### src/rtl/slot_alloc_ctrl.sv
// rtl/slot_alloc_ctrl.sv - 64-entry slot allocator with round-robin arbitration and reserve watermark
// Lowest-free-first allocation from a free bitmap, shared by two requesters, with free/flush return.
module slot_alloc_ctrl #(
  parameter int RESERVE = 4,
  parameter int ENTRIES = 64
) (
  input  logic               clk,
  input  logic               rst,
  input  logic               req0_valid,
  output logic               req0_ack,
  input  logic               req1_valid,
  output logic               req1_ack,
  output logic               gnt_valid,
  output logic               gnt_id,
  output logic [5:0]         gnt_index,
  input  logic               free_valid,
  input  logic [5:0]         free_index,
  input  logic               flush,
  output logic [ENTRIES-1:0] free_map,
  output logic [6:0]         free_count,
  output logic               empty,
  output logic               err_double_free
);

  localparam logic [6:0] RSV = 7'(RESERVE);

  logic               rr_last;
  logic [5:0]         pick;
  logic               any_free;
  logic               elig0;
  logic               elig1;
  logic               grant;
  logic               free_hit;
  logic               free_ok;
  logic               dbl_free;
  logic [ENTRIES-1:0] map_nxt;

  // Scan high to low so the last hit, i.e. the lowest set bit, wins.
  always_comb begin
    pick = '0;
    for (int i = ENTRIES - 1; i >= 0; i--) begin
      if (free_map[i]) pick = 6'(i);
    end
  end

  assign any_free = |free_map;
  assign empty    = (free_count == 7'd0);

  assign elig0 = req0_valid & any_free & ~flush & ~rst;
  assign elig1 = req1_valid & any_free & (free_count > RSV) & ~flush & ~rst;

  // rr_last names the previous winner; the other side wins a tie.
  assign req0_ack = elig0 & (~elig1 | rr_last);
  assign req1_ack = elig1 & (~elig0 | ~rr_last);
  assign grant    = req0_ack | req1_ack;

  assign free_hit = free_map[free_index];
  assign free_ok  = free_valid & ~flush & ~free_hit;
  assign dbl_free = free_valid & ~flush & free_hit;

  // A granted slot was free and a legally freed slot was allocated, so the two never collide.
  always_comb begin
    map_nxt = free_map;
    if (grant)   map_nxt[pick]       = 1'b0;
    if (free_ok) map_nxt[free_index] = 1'b1;
  end

  always_ff @(posedge clk) begin
    if (rst) begin
      free_map        <= '1;
      free_count      <= 7'd64;
      rr_last         <= 1'b1;
      gnt_valid       <= 1'b0;
      gnt_id          <= 1'b0;
      gnt_index       <= '0;
      err_double_free <= 1'b0;
    end else if (flush) begin
      free_map        <= '1;
      free_count      <= 7'd64;
      gnt_valid       <= 1'b0;
      err_double_free <= 1'b0;
    end else begin
      free_map        <= map_nxt;
      free_count      <= free_count - 7'(grant) + 7'(free_ok);
      gnt_valid       <= grant;
      err_double_free <= dbl_free;
      if (grant) begin
        rr_last   <= req1_ack;
        gnt_id    <= req1_ack;
        gnt_index <= pick;
      end
    end
  end

  count_range: assert property (@(posedge clk) disable iff (rst) free_count <= 7'd64);

endmodule

### config.mk
export PLATFORM = sky130hd
export DESIGN_NAME = slot_alloc_ctrl
export DESIGN_NICKNAME = d
export VERILOG_FILES = /design/src/rtl/slot_alloc_ctrl.sv
export SDC_FILE = /design/constraint.sdc
export NUM_CORES = 1
export LEC_CHECK = 0
export CORE_UTILIZATION = 53
export DETAILED_ROUTE_END_ITERATION = 8
export GPL_ROUTABILITY_DRIVEN = 0
export PLACE_DENSITY = 0.81
export SLEW_MARGIN = 20
export SYNTH_ARGS = -nofsm -noshare
export SYNTH_HDL_FRONTEND = slang
export SYNTH_SLANG_ARGS = --single-unit
export TNS_END_PERCENT = 20
### constraint.sdc
create_clock -name clk -period 5.14 [get_ports clk]
set_input_delay 1.028 -clock clk [delete_from_list [all_inputs] [get_ports clk]]
set_output_delay 1.028 -clock clk [all_outputs]
set_load 0.05 [all_outputs]
==> flow_summary_export.csv <==
group,metric,value,unit
clock_network,clock_latency,0.36,ns
global_routing,grt_pass1_wl,27800,um
timing,skew,0.00864,ns
clock_network,post_cts.repair.setup_buffers,0,
timing,final_hold_viol_count,0,
power,p_sw,400,uW
critical_path,path_max_fanout,16,
clock_network,clk_transition_reported_paths,0.08,ns
synth,yosysSeqAreaShare,33.2,%
power,power.clock.fraction,36.4,%
critical_path,critPathLaunchType,"input port",
floorplan,top_level_ports,95,
power,p_seq_share,45.6,%
critical_path,worstSetupEndpointType,"flip-flop",
routing,drt_pre_antenna_iters,7,
power,power.internal,1.02,mW
clock_network,max-clock-path-buffers,2,
routing,detail-route-antenna-nets,0,
synth,mapped_area,4890,sq um
critical_path,worst-setup-path-type,"input port to flip-flop",
routing,routed-wl-met3,2270,um
routing,vias,5549,
place,post-place-cells,775,
floorplan,design.core.area,8810,sq um
timing,slew_violations,0,
global_routing,grt_pass1_vias,5164,
critical_path,slowest_delay,0.72,ns
synth,post_synth_num_cell_types,65,
status,failing_checks,"design-rule violations",
synth,post-synth-top-area-cell,"sky130_fd_sc_hd__dfxtp_1",
clock_network,root_buffer,"sky130_fd_sc_hd__clkbuf_8",
timing,period_share,93.0,%
clock_network,cts_sinks,81,
global_routing,grt_remaining_overflow,0,
power,power.combinational.fraction,18.0,%
floorplan,row_count,34,
power,areal_power_density_over_the_cells,231,nW/um^2
synth,synth_enable_flop_cells,0,
routing,dr.first_iter.drc_count,772,
finish,post_route_cells_drive_above_1_share,7.77,%
global_routing,global_route.usage.total,37.1,%
clock_network,hold_buf_count_cts,0,
finish,area_delta_synth_final,25.5,%
routing,routed_via_density,7.02,
routing,wl,17800,um
finish,num-fill-cells,721,
timing,timing.final.crit_period,4.78,ns
floorplan,die_h,98.0,um
global_routing,antenna_found_initial,0,
synth,yosys-top-cells-count,"sky130_fd_sc_hd__dfxtp_1, sky130_fd_sc_hd__o211ai_1, sky130_fd_sc_hd__o21ai_0, sky130_fd_sc_hd__nor2_1, sky130_fd_sc_hd__a21oi_1",
global_routing,grt_max_degree,29,
clock_network,ctsResizeCount,0,
hold_path,timing.hold.worst.class,"flip-flop to flip-flop",
synth,postSynth.topFlopCell,"sky130_fd_sc_hd__dfxtp_1",
status,run_status,"finished, violations left",
timing,fmaxAchievable,0.209,GHz
finish,num_antenna_cells,0,
flow_run,max_cap_violations,0,
synth,ys.warnings.count,0,
place,portBuffers,94,
synth,most_instantiated_library_cell_after_synthesis,"sky130_fd_sc_hd__dfxtp_1",
floorplan,fp.dieArea,9610,sq um
floorplan,floorplan.initialDensity,55.5,%
synth,synth_top_area_share,33.2,%
routing,remaining_drc_errors,7,
synth,synthesis.area_per_instance,8.27,sq um
finish,nets,702,
power,vdd_drop_max,132,uV
critical_path,path_cells,"clkdlybuf4s50_1 -> buf_4 -> buf_4 -> or2b_1 -> o22ai_1 -> o31ai_1 -> o211ai_2 -> nor4_4 -> inv_1 -> ha_1 -> inv_1 -> ha_1 -> inv_1 -> fa_1 -> inv_1 -> a21oi_1 -> nor2_1 -> nor2_1 -> o21bai_1 -> a21oi_1 -> xnor2_1 -> nand2_1",
routing,routed-wl-met2,7770,um
routing,max_layer_used,"met4",
critical_path,crit_path_buffers_inverters,7,
clock_network,h-tree-depth,3,
timing,setup_violations,0,
critical_path,top_family_by_delay_on_critical_path,"buffers and inverters",
floorplan,width_of_the_die,98.0,um
critical_path,critPathArrivalTime,5.02,ns
power,power_leakage,2.13,nW
critical_path,worst_path_max_delay_cell,"sky130_fd_sc_hd__clkdlybuf4s50_1",
finish,utilization,69.6,%
critical_path,critical_path.most_common_cell,"sky130_fd_sc_hd__inv_1",
place,dpl.hpwl,12200,um
synth,synthTopCellsByArea,"sky130_fd_sc_hd__dfxtp_1, sky130_fd_sc_hd__o211ai_1, sky130_fd_sc_hd__o21ai_0",
synth,syn_inst,591,
power,switching_share,28.2,%
finish,layout.cell_area.non_filler,6130,sq um
finish,fin_cells,790,
synth,postSynthNetCount,615,
clock_network,cts_tree,"built",
routing,routedWlPerCell,22.5,um
timing,grt_setup_unrepaired,"false",
routing,route.layer.met1.wl,6830,um
timing,worst_slew_margin_rel,33.6,%
synth,asyncSetResetFlopFracSynth,0,%
critical_path,critical_path_required,5.39,ns
synth,synthesized_flop_and_latch_total,81,
timing,max_slew.worst_pin.slew,0.994,ns
place,dpl-instance-area,5920,sq um
timing,final.setup.tns,0,ns
clock_network,numCtsBuffers,9,
==> cell usage in the layout, fill, tap and decap left out, types with 20 or more instances in the layout <==
cell,synthesis,layout
sky130_fd_sc_hd__clkdlybuf4s50_1,0,92
sky130_fd_sc_hd__dfxtp_1,81,81
sky130_fd_sc_hd__o211ai_1,48,48
sky130_fd_sc_hd__o21ai_0,47,47
sky130_fd_sc_hd__nor2_1,43,42
sky130_fd_sc_hd__a21oi_1,36,36
sky130_fd_sc_hd__nand2_1,32,32
sky130_fd_sc_hd__inv_1,31,31
sky130_fd_sc_hd__nor3_1,26,26
sky130_fd_sc_hd__o31ai_1,20,20
==> per-layer routing <==
metal	global-route usage, %	vias to the layer above
li1	-	2426
met1	47.0	2576
met2	56.7	452
met3	11.3	95
met4	19.8	0
met5	0	-
==> cells by family after synthesis <==
| kind of cell | synth area share [%] |
|---|---|
| muxes | 6.33 |
| DFF | 33.2 |
| AOI/OAI and AO/OA | 31.0 |
| xor gates and xnor gates | 0.896 |
| adders and majority gates | 3.23 |
| buffers and inverters | 5.71 |
| and+or+nand+nor | 19.6 |
==> power groups by stage <==
stage	Sequential [mW]	Clock, mW	Combinational [mW]
global route	0.649	0.541	0.273
floorplan	0.698	0	0.143
CTS	0.647	0.513	0.252
detailed placement	0.662	0	0.251
global placement	0.661	0	0.242
finish	0.647	0.517	0.255
==> final cells by class <==
class	instances	area, sq um	area share [%]
Clock buffer	12	145	2.37
Multi-Input combinational cell	446	3000	48.9
Tap cell	108	135	2.20
Timing Repair Buffer	109	1050	17.1
Sequential cell	81	1620	26.4
Clock inverter	3	65.1	1.06
Inverter	31	116	1.90
==> final timing paths <==
check | startpoint | slack, ns | depth (start not counted) | to
worst max-delay path | free_index[1] | 0.36 | 22 | free_count[6]$_SDFF_PP1_
worst min-delay path | gnt_index[2]$_SDFFE_PP0P_ | 0.48 | 2 | gnt_index[2]$_SDFFE_PP0P_
worst max register to register | free_map[3]$_SDFF_PP1_ | 1.46 | 19 | free_count[6]$_SDFF_PP1_
worst min register to register | gnt_index[2]$_SDFFE_PP0P_ | 0.48 | 2 | gnt_index[2]$_SDFFE_PP0P_
==> state kept, by name (all words and copies together) (netlist names) <==
signal,flops
rr_last,1
gnt_id,1
gnt_valid,1
gnt_index,6
err_double_free,1
free_map,64
free_count,7
==> stage by stage <==
step	power [mW]	hold slack (ns)	worst slack, ns
3_3_place_gp	0.903	0.444	0.211
2_1_floorplan	0.841	0.436	0.838
3_5_place_dp	0.913	0.468	0.0417
4_1_cts	1.41	0.483	0.403
6_report	1.42	0.480	0.362
5_1_grt	1.46	0.504	0.0759
==> worst reg2reg max path, stage by stage, from the launching register on <==
cell and delay (ns):
sky130_fd_sc_hd__dfxtp_1 0.42, sky130_fd_sc_hd__nor4_1 0.61, sky130_fd_sc_hd__nand2_1 0.22, sky130_fd_sc_hd__nor2_1 0.23, sky130_fd_sc_hd__nand2_1 0.16, sky130_fd_sc_hd__o21ai_1 0.20
sky130_fd_sc_hd__inv_1 0.06, sky130_fd_sc_hd__ha_1 0.29, sky130_fd_sc_hd__inv_1 0.06, sky130_fd_sc_hd__ha_1 0.15, sky130_fd_sc_hd__inv_1 0.05, sky130_fd_sc_hd__fa_1 0.39
sky130_fd_sc_hd__inv_1 0.07, sky130_fd_sc_hd__a21oi_1 0.06, sky130_fd_sc_hd__nor2_1 0.08, sky130_fd_sc_hd__nor2_1 0.07, sky130_fd_sc_hd__o21bai_1 0.13, sky130_fd_sc_hd__a21oi_1 0.11
sky130_fd_sc_hd__xnor2_1 0.14, sky130_fd_sc_hd__nand2_1 0.06
Note: power is estimated with default switching activity, not from simulation.
